[src/rtl/ceyloniac_pc_ctrl_if.sv]
// Control/status bundle between the CEYLONIACX control FSM and the PC unit.
// The master drives the strobes, and the slave (the PC unit) returns PC and RAS status.
interface ceyloniac_pc_ctrl_if #(
  parameter int unsigned PC_WIDTH = 32
);
  logic                pc_enable;
  logic                pc_write;
  logic [1:0]          pc_sel;
  logic [PC_WIDTH-1:0] pc_in;
  logic [PC_WIDTH-1:0] pc_offset;
  logic                pc_call;
  logic                pc_exc;
  logic                pc_eret;
  logic [PC_WIDTH-1:0] pc_out;
  logic [PC_WIDTH-1:0] pc_next_seq;
  logic [PC_WIDTH-1:0] pc_epc;
  logic                ras_empty;
  logic                ras_full;
  logic                ras_err;

  modport master (
    output pc_enable, pc_write, pc_sel, pc_in, pc_offset, pc_call, pc_exc, pc_eret,
    input  pc_out, pc_next_seq, pc_epc, ras_empty, ras_full, ras_err
  );

  modport slave (
    input  pc_enable, pc_write, pc_sel, pc_in, pc_offset, pc_call, pc_exc, pc_eret,
    output pc_out, pc_next_seq, pc_epc, ras_empty, ras_full, ras_err
  );
endinterface

[src/rtl/ceyloniac_pc_ctrl.sv]
// Program-counter unit: next-PC select (seq/branch/jump/return), a circular return-address
// stack, and exception entry/return through an EPC register.
module ceyloniac_pc_ctrl #(
  parameter int unsigned         PC_WIDTH     = 32,
  parameter int unsigned         PC_STEP      = 1,
  parameter logic [PC_WIDTH-1:0] RESET_VECTOR = '0,
  parameter logic [PC_WIDTH-1:0] EXC_VECTOR   = PC_WIDTH'('h80),
  parameter int unsigned         RAS_DEPTH    = 4,
  parameter int unsigned         RAS_PTR_W    = 2
) (
  input logic                  clk,
  input logic                  pc_reset,
  ceyloniac_pc_ctrl_if.slave   bus
);

  localparam int unsigned          CNT_W   = RAS_PTR_W + 1;
  localparam logic [CNT_W-1:0]     CNT_MAX = CNT_W'(RAS_DEPTH);
  localparam logic [CNT_W-1:0]     CNT_ONE = CNT_W'(1);
  localparam logic [RAS_PTR_W-1:0] PTR_ONE = RAS_PTR_W'(1);

  typedef enum logic [1:0] {
    SEL_SEQ = 2'b00,
    SEL_BR  = 2'b01,
    SEL_JMP = 2'b10,
    SEL_RET = 2'b11
  } sel_e;

  logic [PC_WIDTH-1:0]  pc_q, pc_d;
  logic [PC_WIDTH-1:0]  epc_q, epc_d;
  logic [PC_WIDTH-1:0]  ras_mem [RAS_DEPTH];
  logic [RAS_PTR_W-1:0] ptr_q, ptr_d, ptr_pop, wr_idx;
  logic [CNT_W-1:0]     cnt_q, cnt_d, cnt_pop;
  logic                 empty_q, full_q, err_q, err_d;
  logic                 push;
  logic [PC_WIDTH-1:0]  seq_c;
  sel_e                 sel;

  assign seq_c = pc_q + PC_WIDTH'(PC_STEP);
  assign sel   = sel_e'(bus.pc_sel);

  // Next-state: exception beats eret beats write; a return pops before any call pushes.
  always_comb begin
    pc_d    = pc_q;
    epc_d   = epc_q;
    ptr_d   = ptr_q;
    cnt_d   = cnt_q;
    err_d   = 1'b0;
    push    = 1'b0;
    ptr_pop = ptr_q;
    cnt_pop = cnt_q;
    wr_idx  = ptr_q;
    if (bus.pc_enable) begin
      if (bus.pc_exc) begin
        pc_d  = EXC_VECTOR;
        epc_d = pc_q;
      end else if (bus.pc_eret) begin
        pc_d = epc_q;
      end else if (bus.pc_write) begin
        case (sel)
          SEL_SEQ: pc_d = seq_c;
          SEL_BR:  pc_d = pc_q + bus.pc_offset;
          SEL_JMP: pc_d = bus.pc_in;
          SEL_RET: begin
            if (cnt_q != '0) begin
              pc_d    = ras_mem[ptr_q];
              ptr_pop = ptr_q - PTR_ONE;
              cnt_pop = cnt_q - CNT_ONE;
            end else begin
              pc_d  = seq_c;
              err_d = 1'b1;
            end
          end
          default: pc_d = pc_q;
        endcase
        ptr_d = ptr_pop;
        cnt_d = cnt_pop;
        if (bus.pc_call) begin
          push   = 1'b1;
          wr_idx = ptr_pop + PTR_ONE;
          ptr_d  = wr_idx;
          cnt_d  = (cnt_pop == CNT_MAX) ? CNT_MAX : cnt_pop + CNT_ONE;
        end
      end
    end
  end

  always_ff @(posedge clk or negedge pc_reset) begin
    if (!pc_reset) begin
      pc_q    <= RESET_VECTOR;
      epc_q   <= '0;
      ptr_q   <= '0;
      cnt_q   <= '0;
      empty_q <= 1'b1;
      full_q  <= 1'b0;
      err_q   <= 1'b0;
    end else begin
      pc_q    <= pc_d;
      epc_q   <= epc_d;
      ptr_q   <= ptr_d;
      cnt_q   <= cnt_d;
      empty_q <= (cnt_d == '0);
      full_q  <= (cnt_d == CNT_MAX);
      err_q   <= err_d;
    end
  end

  // Stack storage needs no reset: entries are only read while the count covers them.
  always_ff @(posedge clk) begin
    if (push) begin
      ras_mem[wr_idx] <= seq_c;
    end
  end

  assign bus.pc_out      = pc_q;
  assign bus.pc_next_seq = seq_c;
  assign bus.pc_epc      = epc_q;
  assign bus.ras_empty   = empty_q;
  assign bus.ras_full    = full_q;
  assign bus.ras_err     = err_q;

endmodule

[src/flat_wrapper.sv]
// flat-port wrapper written by rule: the top's interface ports become plain ports
module ceyloniac_pc_ctrl_flat 
#(
  parameter int unsigned         PC_WIDTH     = 32,
  parameter int unsigned         PC_STEP      = 1,
  parameter logic [PC_WIDTH-1:0] RESET_VECTOR = '0,
  parameter logic [PC_WIDTH-1:0] EXC_VECTOR   = PC_WIDTH'('h80),
  parameter int unsigned         RAS_DEPTH    = 4,
  parameter int unsigned         RAS_PTR_W    = 2
)
  (clk, pc_reset, bus_pc_enable, bus_pc_write, bus_pc_sel, bus_pc_in, bus_pc_offset, bus_pc_call, bus_pc_exc, bus_pc_eret, bus_pc_out, bus_pc_next_seq, bus_pc_epc, bus_ras_empty, bus_ras_full, bus_ras_err);
  ceyloniac_pc_ctrl_if #(.PC_WIDTH(PC_WIDTH)) bus_i ();
  input logic clk;
  input logic pc_reset;
  input wire logic [$bits(bus_i.pc_enable)-1:0] bus_pc_enable;
  input wire logic [$bits(bus_i.pc_write)-1:0] bus_pc_write;
  input wire logic [$bits(bus_i.pc_sel)-1:0] bus_pc_sel;
  input wire logic [$bits(bus_i.pc_in)-1:0] bus_pc_in;
  input wire logic [$bits(bus_i.pc_offset)-1:0] bus_pc_offset;
  input wire logic [$bits(bus_i.pc_call)-1:0] bus_pc_call;
  input wire logic [$bits(bus_i.pc_exc)-1:0] bus_pc_exc;
  input wire logic [$bits(bus_i.pc_eret)-1:0] bus_pc_eret;
  output wire logic [$bits(bus_i.pc_out)-1:0] bus_pc_out;
  output wire logic [$bits(bus_i.pc_next_seq)-1:0] bus_pc_next_seq;
  output wire logic [$bits(bus_i.pc_epc)-1:0] bus_pc_epc;
  output wire logic [$bits(bus_i.ras_empty)-1:0] bus_ras_empty;
  output wire logic [$bits(bus_i.ras_full)-1:0] bus_ras_full;
  output wire logic [$bits(bus_i.ras_err)-1:0] bus_ras_err;
  assign bus_i.pc_enable = bus_pc_enable;
  assign bus_i.pc_write = bus_pc_write;
  assign bus_i.pc_sel = bus_pc_sel;
  assign bus_i.pc_in = bus_pc_in;
  assign bus_i.pc_offset = bus_pc_offset;
  assign bus_i.pc_call = bus_pc_call;
  assign bus_i.pc_exc = bus_pc_exc;
  assign bus_i.pc_eret = bus_pc_eret;
  assign bus_pc_out = bus_i.pc_out;
  assign bus_pc_next_seq = bus_i.pc_next_seq;
  assign bus_pc_epc = bus_i.pc_epc;
  assign bus_ras_empty = bus_i.ras_empty;
  assign bus_ras_full = bus_i.ras_full;
  assign bus_ras_err = bus_i.ras_err;
  ceyloniac_pc_ctrl #(.PC_WIDTH(PC_WIDTH), .PC_STEP(PC_STEP), .RESET_VECTOR(RESET_VECTOR), .EXC_VECTOR(EXC_VECTOR), .RAS_DEPTH(RAS_DEPTH), .RAS_PTR_W(RAS_PTR_W)) u_core (.clk(clk), .pc_reset(pc_reset), .bus(bus_i));
endmodule
[config.mk]
export PLATFORM = sky130hd
export DESIGN_NAME = ceyloniac_pc_ctrl_flat
export DESIGN_NICKNAME = d
export VERILOG_FILES = /design/src/rtl/ceyloniac_pc_ctrl_if.sv /design/src/rtl/ceyloniac_pc_ctrl.sv /design/src/flat_wrapper.sv
export SDC_FILE = /design/constraint.sdc
export NUM_CORES = 1
export LEC_CHECK = 0
export BUFFER_PORTS_ARGS = -buffer_cell sky130_fd_sc_hd__clkbuf_2
export CAP_MARGIN = 15
export CORE_MARGIN = 2
export CORE_UTILIZATION = 35
export CTS_CLUSTER_DIAMETER = 120
export DETAILED_ROUTE_END_ITERATION = 12
export GPL_TIMING_DRIVEN = 0
export MAX_ROUTING_LAYER = met4
export REMOVE_ABC_BUFFERS = 1
export SLEW_MARGIN = 15
export SYNTH_ARGS = -nofsm -noshare
export SYNTH_HDL_FRONTEND = slang
export SYNTH_SLANG_ARGS = --single-unit
[constraint.sdc]
create_clock -name clk -period 4.3 [get_ports clk]
set_input_delay 0.86 -clock clk [delete_from_list [all_inputs] [get_ports clk]]
set_output_delay 0.86 -clock clk [all_outputs]
set_load 0.01 [all_outputs]
Word level (Yosys, flattened, before mapping)
Memory sizes are Yosys's and may differ from the RTL's.
Cells that the tools add are included.
{ "classes": {"reduce_logical": 7, "n_mux": 42, "n_eq_ne": 5, "n_bitwise": 2, "n_addsub": 6} }
{ "op_table": {"columns": ["op", "n"], "rows": [
  ["32-bit 2-to-1 mux", 4],
  ["32-bit case mux with 4 select lines", 1],
  ["3-bit 2-to-1 mux", 12],
  ["32-bit by 1-bit adder with 32-bit output (second input constant)", 1],
  ["32-bit adder", 1],
  ["2-bit 2-to-1 mux", 12],
  ["1-bit 2-to-1 mux", 13],
  ["3-bit == test (second input constant)", 2],
  ["3-bit nonzero test", 2],
  ["2-bit == test (second input constant)", 2],
  ["2-bit AND reduction", 2],
  ["4-bit AND reduction", 1],
  ["3-bit by 1-bit adder with 3-bit output (second input constant)", 1],
  ["3-bit logical NOT", 1],
  ["3-bit by 1-bit subtractor with 3-bit output (second input constant)", 1],
  ["2-bit by 1-bit adder with 2-bit output (second input constant)", 1],
  ["2-bit by 1-bit == test with 1-bit output (second input constant)", 1],
  ["2-bit logical NOT", 1],
  ["1-bit NOT", 2],
  ["2-bit by 1-bit subtractor with 2-bit output (second input constant)", 1]
]} }
{ "word_totals": {"ramBits": 128, "wordCells": 70, "mem_count": 1, "inputBits": 73, "out_inout_bits": 99, "regBits": 72} }
{ "memory_table": {"columns": ["memory", "depth", "word_bits", "read_ports", "rd_clocked_by_memory_dff", "wr", "line_no", "text"], "rows": [
  ["u_core.ras_mem", 4, 32, 1, 0, 1, "ceyloniac_pc_ctrl.sv:30", "logic [PC_WIDTH-1:0] ras_mem [RAS_DEPTH];"]
]} }

Longest topological paths before layout
Gate-level depths: netlist of run 1.
{ "logic_depth": {"ltp_word": 15, "mapped_depth": 14, "depth_no_buf": 13} }

Least setup slack after synthesis of run 1
Ideal clock, no wire load.
{ "synth_path": {"path_type": "input port to flip-flop", "start": "input bus_pc_sel[0]", "end": "memory u_core.ras_mem[3][0], enable pin", "slack_ns": -0.419, "setup_time_ns": 0.468, "path_stages": 6, "n_path_buf": 2, "required_time_ns": 3.832, "arrival_time_ns": 4.251, "cell_sequence": "clkbuf_1 -> inv_1 -> or3_1 -> buf_2 -> xnor2_1 -> nor3b_1"} }
{ "synth_between": {"elab_chain_len": 12} }
{ "synth_lines": {"columns": ["element", "line_no", "text"], "rows": [
  ["start, declared", "flat_wrapper.sv:17", "input wire logic [$bits(bus_i.pc_sel)-1:0] bus_pc_sel;"],
  ["2-bit == test", "ceyloniac_pc_ctrl.sv:59", "case (sel)"],
  ["2-bit 2-to-1 mux", "ceyloniac_pc_ctrl.sv:59", null],
  ["2-bit 2-to-1 mux", "ceyloniac_pc_ctrl.sv:58", "end else if (bus.pc_write) begin"],
  ["2-bit 2-to-1 mux", "ceyloniac_pc_ctrl.sv:56", "end else if (bus.pc_eret) begin"],
  ["2-bit 2-to-1 mux", "ceyloniac_pc_ctrl.sv:53", "if (bus.pc_exc) begin"],
  ["2-bit 2-to-1 mux", "ceyloniac_pc_ctrl.sv:52", "if (bus.pc_enable) begin"],
  ["2-bit by 1-bit adder with 2-bit output", "ceyloniac_pc_ctrl.sv:79", "wr_idx = ptr_pop + PTR_ONE;"],
  ["2-bit 2-to-1 mux", "ceyloniac_pc_ctrl.sv:77", "if (bus.pc_call) begin"],
  ["2-bit 2-to-1 mux", "ceyloniac_pc_ctrl.sv:58", null],
  ["2-bit 2-to-1 mux", "ceyloniac_pc_ctrl.sv:56", null],
  ["2-bit 2-to-1 mux", "ceyloniac_pc_ctrl.sv:53", null],
  ["2-bit 2-to-1 mux", "ceyloniac_pc_ctrl.sv:52", null],
  ["end, declared", "ceyloniac_pc_ctrl.sv:30", null]
]} }
No other way between the ends. The select of a mux whose other input is x is not followed.

Worst setup path in the final report of run 1
{ "layout_path": {"start": "register u_core.pc_q[7] (netlist: u_core.bus.pc_out[7])", "end": "output bus_pc_next_seq[25]"} }
{ "layout_between": {"elab_chain_len": 1} }
{ "layout_lines": {"columns": ["element", "line_no", "text"], "rows": [
  ["start, declared", "ceyloniac_pc_ctrl.sv:28", "logic [PC_WIDTH-1:0] pc_q, pc_d;"],
  ["start signal, assigned", "ceyloniac_pc_ctrl.sv:97", "pc_q <= pc_d;"],
  ["32-bit by 1-bit adder with 32-bit output", "ceyloniac_pc_ctrl.sv:38", "assign seq_c = pc_q + PC_WIDTH'(PC_STEP);"],
  ["end, declared", "flat_wrapper.sv:24", "output wire logic [$bits(bus_i.pc_next_seq)-1:0] bus_pc_next_seq;"]
]} }
No other way between the ends.

==> out/metrics.yaml, run 1 <==
place:
  dp_hpwl_um: 26100
  dpl_worst_slack_ns: -0.311
  place_congestion: 0.899
  io_buffers: 171
outcome:
  run_status: "completed"
clocking:
  clk_path_buf_depth: 2
  cts.sink_count: 200
  clk_latency_ns: 0.45
  htreeDepth: 4
  cts_tree: "yes"
  cts-root-buf: "clkbuf_16"
  cts_buffers: 17
  clk_transition_reported_paths_ns: 0.07
  cts-hold-fix-buffers: 0
floorplan:
  row_count: 65
  die_x_um: 182
  io-pin-count: 172
  die_area_um2: 33300
  core_um2: 31500
  fp.dieH_um: 182
  initial_utilization_pct: 35.4
drt:
  wirelength_um: 35200
  routedWlPerCell_um: 22.8
  vias: 8747
  routed_via_density: 5.66
  dr.pass1.iters: 5
  postRouteAntennaNets: 0
  post-route-drc-count: 0
  drt_iter0_markers: 657
global_route:
  grt_pass1_vias: 8583
  grt_pass1_wl_um: 52700
  track_usage_pct: 21.8
  overflow: 0
  grt_max_degree: 41
  grt_antenna_before_repair: 0
worst_setup_path:
  path_delay_family: "simple AND/OR/NAND/NOR gates"
  cp_data_arrival_time_ns: 3.27
  crit_required_ns: 3.44
  critPathBufInv: 1
  startpoint_type: "flip-flop"
  critPathKind: "flip-flop to output pin"
  crit_chain: "nand3_2 > or4_1 > nor3_4 > nand3_1 > xnor2_1 > clkbuf_2"
  cp_max_fo: 7
  cp-end-kind: "output pin"
  max_stage_delay_ns: 0.82
  critical_path.slowest_cell: "or4_1"
synth:
  synth_ff_type: "edfxtp_1"
  synth_top_area_share_pct: 34.5
  syn-instance-count: 981
  yosysUniqueCellTypes: 74
  avgSynthCellArea_um2: 11.4
  ys_seq_elements: 200
  synth_area_leaders: "edfxtp_1 34%, dfrtp_1 16%, mux4_2 6.5%"
  ys_async_sr_fraction_pct: 36.0
  syn-cell-area_um2: 11100
  synth_top_area_cell: "edfxtp_1"
  yosysWarningCount: 0
  yosysSeqAreaShare_pct: 50.7
  synth_edf_count: 128
finish:
  final.fill_count: 2954
  layout.nets: 1240
  antenna_cells: 0
  syn_to_final_growth_pct: 18.3
  drive_above_1_share_pct: 27.3
  fin_util_pct: 41.9
timing:
  setup_viol: 0
  hold_viol: 0
  worst_slew_pin_slew_ns: 1.21
  skew_ns: 0.0128
  fin_crit_ns: 4.13
  worst_slack_ns: 0.169
  max_freq_ghz: 0.242
  tns_ns: 0
  drv_slew: 0
  finalCritPeriodShare_pct: 96.1
  hold_ws_ns: 0.424
  maxSlewHeadroom_pct: 19.4
pwr:
  ir_drop_mv: 0.295
  leakagePower_nw: 5.37
  powerDensity_nw_per_um2: 435
run:
  drv_cap: 0
hold_path:
  hold_path.class: "input port to async pin"
synthesized netlist by cell type, types with 4 or more instances:
master / instances
a211oi_1: 5
a21boi_0: 4
a21o_1: 23
a21oi_1: 73
a221o_1: 7
a221oi_1: 12
a22o_1: 12
a22oi_1: 16
a31oi_1: 8
and3_1: 7
buf_2: 6
buf_6: 4
clkbuf_1: 47
dfrtp_1: 71
edfxtp_1: 128
ha_1: 36
inv_1: 26
mux2_2: 28
mux4_2: 32
nand2_1: 88
nand2b_1: 8
nand3_1: 20
nand4_1: 16
nor2_1: 55
nor2b_1: 5
nor3_1: 24
o211ai_1: 7
o21ai_0: 70
o21bai_1: 11
o31ai_1: 4
o41ai_1: 4
or2_2: 4
or3_1: 5
xnor2_1: 36
xor2_1: 23
cell type report:
class / instances / area (um^2) / share of cell area (%)
Clock buffer: 17 / 425 / 3.23
Clock inverter: 15 / 139 / 1.05
Inverter: 27 / 101 / 0.769
Multi-Input combinational cell: 693 / 5200 / 39.5
Sequential cell: 200 / 5650 / 42.9
Tap cell: 402 / 503 / 3.82
Timing Repair Buffer: 191 / 1160 / 8.79
through the flow:
step	power, mW	std cells	area, um^2
3_5_place_dp	4.19	1512	12600
2_1_floorplan	3.53	920	10900
4_1_cts	5.77	1544	13200
6_report	5.74	1545	13200
5_1_grt	6.03	1545	13200
3_3_place_gp	4.12	1493	12200
worst register-to-register path: cells and delay by family (launching register included):
family | cells | cell delay, ns
AOI/OAI and AO/OA | 6 | 2.02
adders and majority gates | 2 | 0.53
buffers and inverters | 1 | 0.09
DFF | 1 | 0.49
and+or+nand+nor | 2 | 0.24
cell usage in the layout (no fill, tap or decap), drive strengths merged, types with 20 or more instances in the layout:
cell type and n:
a21o 23, a21oi 73, buf 20, clkbuf 188
dfrtp 71, edfxtp 128, ha 36, inv 34
mux2 28, mux4 32, nand2 88, nand3 21
nor2 55, nor3 26, o21ai 70, xnor2 37
xor2 23
metal layers:
layer  track usage (%)  part of all wire, %  vias to the layer above
li1                  -                    -                     4037
met1              28.8                   44                     4302
met2              33.4                   47                      355
met3              4.69                  6.8                       53
met4              7.77                  2.9                        0
met5                 -                    0                        -
timing repair:
item	4_1_cts	5_1_grt
setup buffers	0	1
resized for setup	1	3
pin swaps	0	1
setup endpoints to repair	1	6
final timing paths:
| check | startpoint | to | slack (ns) | depth (start not counted) |
|---|---|---|---|---|
| max reg2reg | u_core.bus.pc_out[0] | u_core.bus.pc_out[26] | 0.87 | 11 |
| max in group asynchronous | pc_reset | u_core.bus.ras_empty | 3.22 | 2 |
| min in group clk | u_core.bus.pc_epc[0] | u_core.bus.pc_epc[0] | 0.51 | 2 |
| min | pc_reset | u_core.bus.pc_out[3] | 0.42 | 1 |
| min reg2reg | u_core.bus.pc_epc[0] | u_core.bus.pc_epc[0] | 0.51 | 2 |
| max | u_core.bus.pc_out[7] | bus_pc_next_seq[25] | 0.17 | 6 |
cell families after synthesis:
kind of cell    after synthesis  synth area share [%]
compound gates              281                  16.6
xor+xnor                     60                  4.78
fa+ha+maj                    37                  4.22
buf+inv                      88                  3.37
flops                       200                  50.7
mux                          60                  9.30
simple gates                255                  11.0
flip-flops by register name, summed over array words and instances (netlist names):
register / flops
u_core.bus.pc_epc: 32
u_core.bus.ras_full: 1
u_core.ptr_q: 2
u_core.cnt_q: 3
u_core.bus.ras_err: 1
u_core.ras_mem: 128
u_core.bus.ras_empty: 1
u_core.bus.pc_out: 32
power by group:
group / total, mW / internal (mW) / leakage [nW] / switching (mW)
Combinational: 1.73 / 0.785 / 2.98 / 0.947
Sequential: 2.42 / 2.21 / 2.11 / 0.209
Clock: 1.59 / 0.813 / 0.277 / 0.774
Note: power is estimated with default switching activity, not from simulation.
==> run 2: changes to the inputs <==
--- a/config.mk
+++ b/config.mk
@@ -7,12 +7,12 @@
 export LEC_CHECK = 0
 export BUFFER_PORTS_ARGS = -buffer_cell sky130_fd_sc_hd__clkbuf_2
 export CAP_MARGIN = 15
-export CORE_MARGIN = 2
 export CORE_UTILIZATION = 35
 export CTS_CLUSTER_DIAMETER = 120
 export DETAILED_ROUTE_END_ITERATION = 12
 export GPL_TIMING_DRIVEN = 0
 export MAX_ROUTING_LAYER = met4
+export RECOVER_POWER = 50
 export REMOVE_ABC_BUFFERS = 1
 export SLEW_MARGIN = 15
 export SYNTH_ARGS = -nofsm -noshare
==> run 2 against run 1 <==
Net effect:
- the flow now finishes with violations (max-capacitance violations, max-slew violations)
- final area fell by 0.90%
- hold slack improved by 0.091 ns
- wire length increased by 0.64%
- flip-flop and latch count did not move
- combinational power down 9.8%
- global-route usage increased by 0.77 points
- clock skew shrank 0.0025 ns
- sequential share of layout area increased by 0.39 points
- highest routed layer unchanged
==> out/metrics.yaml, run 2 (synthesis results as in run 1) <==
clocking:
  clk_transition_reported_paths_ns: 0.07  # about the same
  cts-hold-fix-buffers: 0  # unchanged
  post_cts.repair.setup_buffers: 0  # unchanged
  cts_resized: 1  # unchanged
  cts_buffers: 17  # unchanged
  cts-root-buf: "clkbuf_16"
  htreeDepth: 4  # unchanged
  cts_tree: "yes"
  clk_latency_ns: 0.44  # about the same
  clk_path_buf_depth: 2  # unchanged
  cts.sink_count: 200  # unchanged
timing:
  rsz0062_at_grt: "false"
  finalCritPeriodShare_pct: 96.6  # +0.52 points
  tns_ns: 0  # unchanged
  worst_slew_pin_slew_ns: 2.27  # +1.07 ns
  worst_slack_ns: 0.147  # -0.0225 ns
  skew_ns: 0.0102  # -0.00254 ns
  fin_crit_ns: 4.15  # +0.0225 ns
  hold_viol: 0  # unchanged
  max_freq_ghz: 0.241  # -0.54%
  setup_viol: 0  # unchanged
  drv_slew: 37  # +37
  maxSlewHeadroom_pct: -51.6  # -71 points
drt:
  wl_met1_um: 15700  # +1.6%
  postRouteAntennaNets: 0  # unchanged
  wl_met3_um: 2150  # -9.7%
  routed-wl-met2_um: 16900  # +3.3%
  routedWlPerCell_um: 23.1  # +1.1%
  vias: 8784  # +0.42%
  drt_iter0_markers: 783  # +19%
  wirelength_um: 35500  # +0.64%
  dr.pass1.iters: 5  # unchanged
  routed.top_layer: "met4"
  routed_via_density: 5.71  # +0.88%
  post-route-drc-count: 0  # unchanged
pwr:
  powerDensity_nw_per_um2: 445  # +2.1%
  ir_drop_mv: 0.278  # -6.0%
  finalPower_mw: 5.81  # +1.2%
  leakagePower_nw: 5.12  # -4.7%
finish:
  drive_above_1_share_pct: 20.5  # -6.8 points
  largest_reg_flops: 128  # unchanged
  final_common_cell: "edfxtp_1"
  final.fill_count: 2998  # +1.5%
  final_cell_mix: "128 x edfxtp_1, 100 x clkbuf_2, 87 x nand2_1"
  syn_to_final_growth_pct: 17.3
  fin_util_pct: 42.2  # +0.27 points
  top_register: "u_core.ras_mem"
  layout.nets: 1239  # -0.081%
  antenna_cells: 0  # unchanged
worst_setup_path:
  crit_chain: "ha_1 > nand4_1 > or3_2 > nor3_2 > nand3_1 > xnor2_1 > clkbuf_2"
  cp_data_arrival_time_ns: 3.29  # +0.02 ns
  regToRegEndpoint: "u_core.bus.pc_out[26]"
  cp-end-kind: "output pin"
  startpoint_type: "flip-flop"
  crit_required_ns: 3.44  # about the same
  cp_max_fo: 8  # +1
  max_stage_delay_ns: 0.64  # -0.18 ns
  r2r_slack_ns: 0.81  # -0.06 ns
  critical_path.slowest_cell: "or3_2"
  worstRegToRegCells: 11  # unchanged
  rr_startpoint: "u_core.bus.pc_out[0]"
  critPathKind: "flip-flop to output pin"
hold_path:
  worstHoldEndpoint: "u_core.bus.pc_epc[0]"
  hold_path.class: "flip-flop to flip-flop"
  hold_path_depth: 2
  hp-start: "u_core.bus.pc_epc[0]"
outcome:
  run_status: "complete, but fails checks"
  violations: "max-capacitance violations, max-slew violations"
floorplan:
  core_um2: 31000  # -1.5%
  die_area_um2: 32600  # -2.2%
  io-pin-count: 172  # unchanged
  die_x_um: 180  # -1.1%
  initial_utilization_pct: 36.0  # +0.55 points
  row_count: 64  # -1.5%
  fp.dieH_um: 180  # -1.1%
place:
  dpl_worst_slack_ns: -0.442  # -0.131 ns
  io_buffers: 171  # unchanged
  place_congestion: 0.896  # -0.40%
  dp_hpwl_um: 26100  # -0.25%
global_route:
  track_usage_pct: 22.6  # +0.77 points
  grt_pass1_wl_um: 53600  # +1.8%
  grt_pass1_vias: 8688  # +1.2%
  overflow: 0  # unchanged
  grt_antenna_before_repair: 0  # unchanged
  grt_max_degree: 41  # unchanged
run:
  drv_cap: 1  # +1
-- run 2: area by class of cell --
class | instances | area, um^2 | area share, %
sequential | 200 | 5650 | 43.3
multi-input combinational | 693 | 5180 | 39.6
timing repair buffer | 190 | 1010 | 7.75
tap | 396 | 495 | 3.79
clock buffer | 17 | 425 | 3.26
clock inverter | 15 | 195 | 1.49
inverter | 27 | 105 | 0.804
-- run 2: metrics by stage --
stage               instances  cell area (um^2)  hold WS, ns
finish                   1538             13100        0.515
global placement         1487             12200        0.496
floorplan                 920             10900        0.530
global route             1538             13100        0.540
CTS                      1538             13200        0.464
detailed placement       1506             12600        0.503
-- run 2: worst max-delay path, delay by kind of cell (launching register included) --
kind,cells,cell delay [ns]
simple gates,4,1.38
xor+xnor,1,0.46
fa+ha+maj,1,0.28
flops,1,0.53
buf+inv,1,0.23
-- run 2: worst max-delay path by stage --
stage / slack, ns / start / to / cells after the start
floorplan: -0.54 / bus_pc_write / u_core.bus.pc_out[22] / 6
global placement: -5.58 / bus_pc_eret / u_core.bus.pc_out[28] / 8
detailed placement: -0.44 / bus_pc_sel[1] / u_core.bus.pc_out[12] / 7
CTS: 0.01 / bus_pc_sel[1] / u_core.bus.pc_out[12] / 7
global route: 0.04 / u_core.bus.pc_out[0] / bus_pc_next_seq[30] / 7
finish: 0.15 / u_core.bus.pc_out[0] / bus_pc_next_seq[30] / 7
-- run 2: per-layer routing --
layer | vias up | GRT usage, %
met5 | - | -
met4 | 0 | 6.50
met3 | 37 | 2.99
met2 | 333 | 35.9
met1 | 4368 | 30.3
li1 | 4046 | -
-- run 2: report_power, final --
part	internal [mW]	total, mW	switching [mW]
clock	0.980	1.73	0.752
combinational	0.729	1.56	0.829
sequential	2.21	2.52	0.309
total	3.92	5.81	1.89
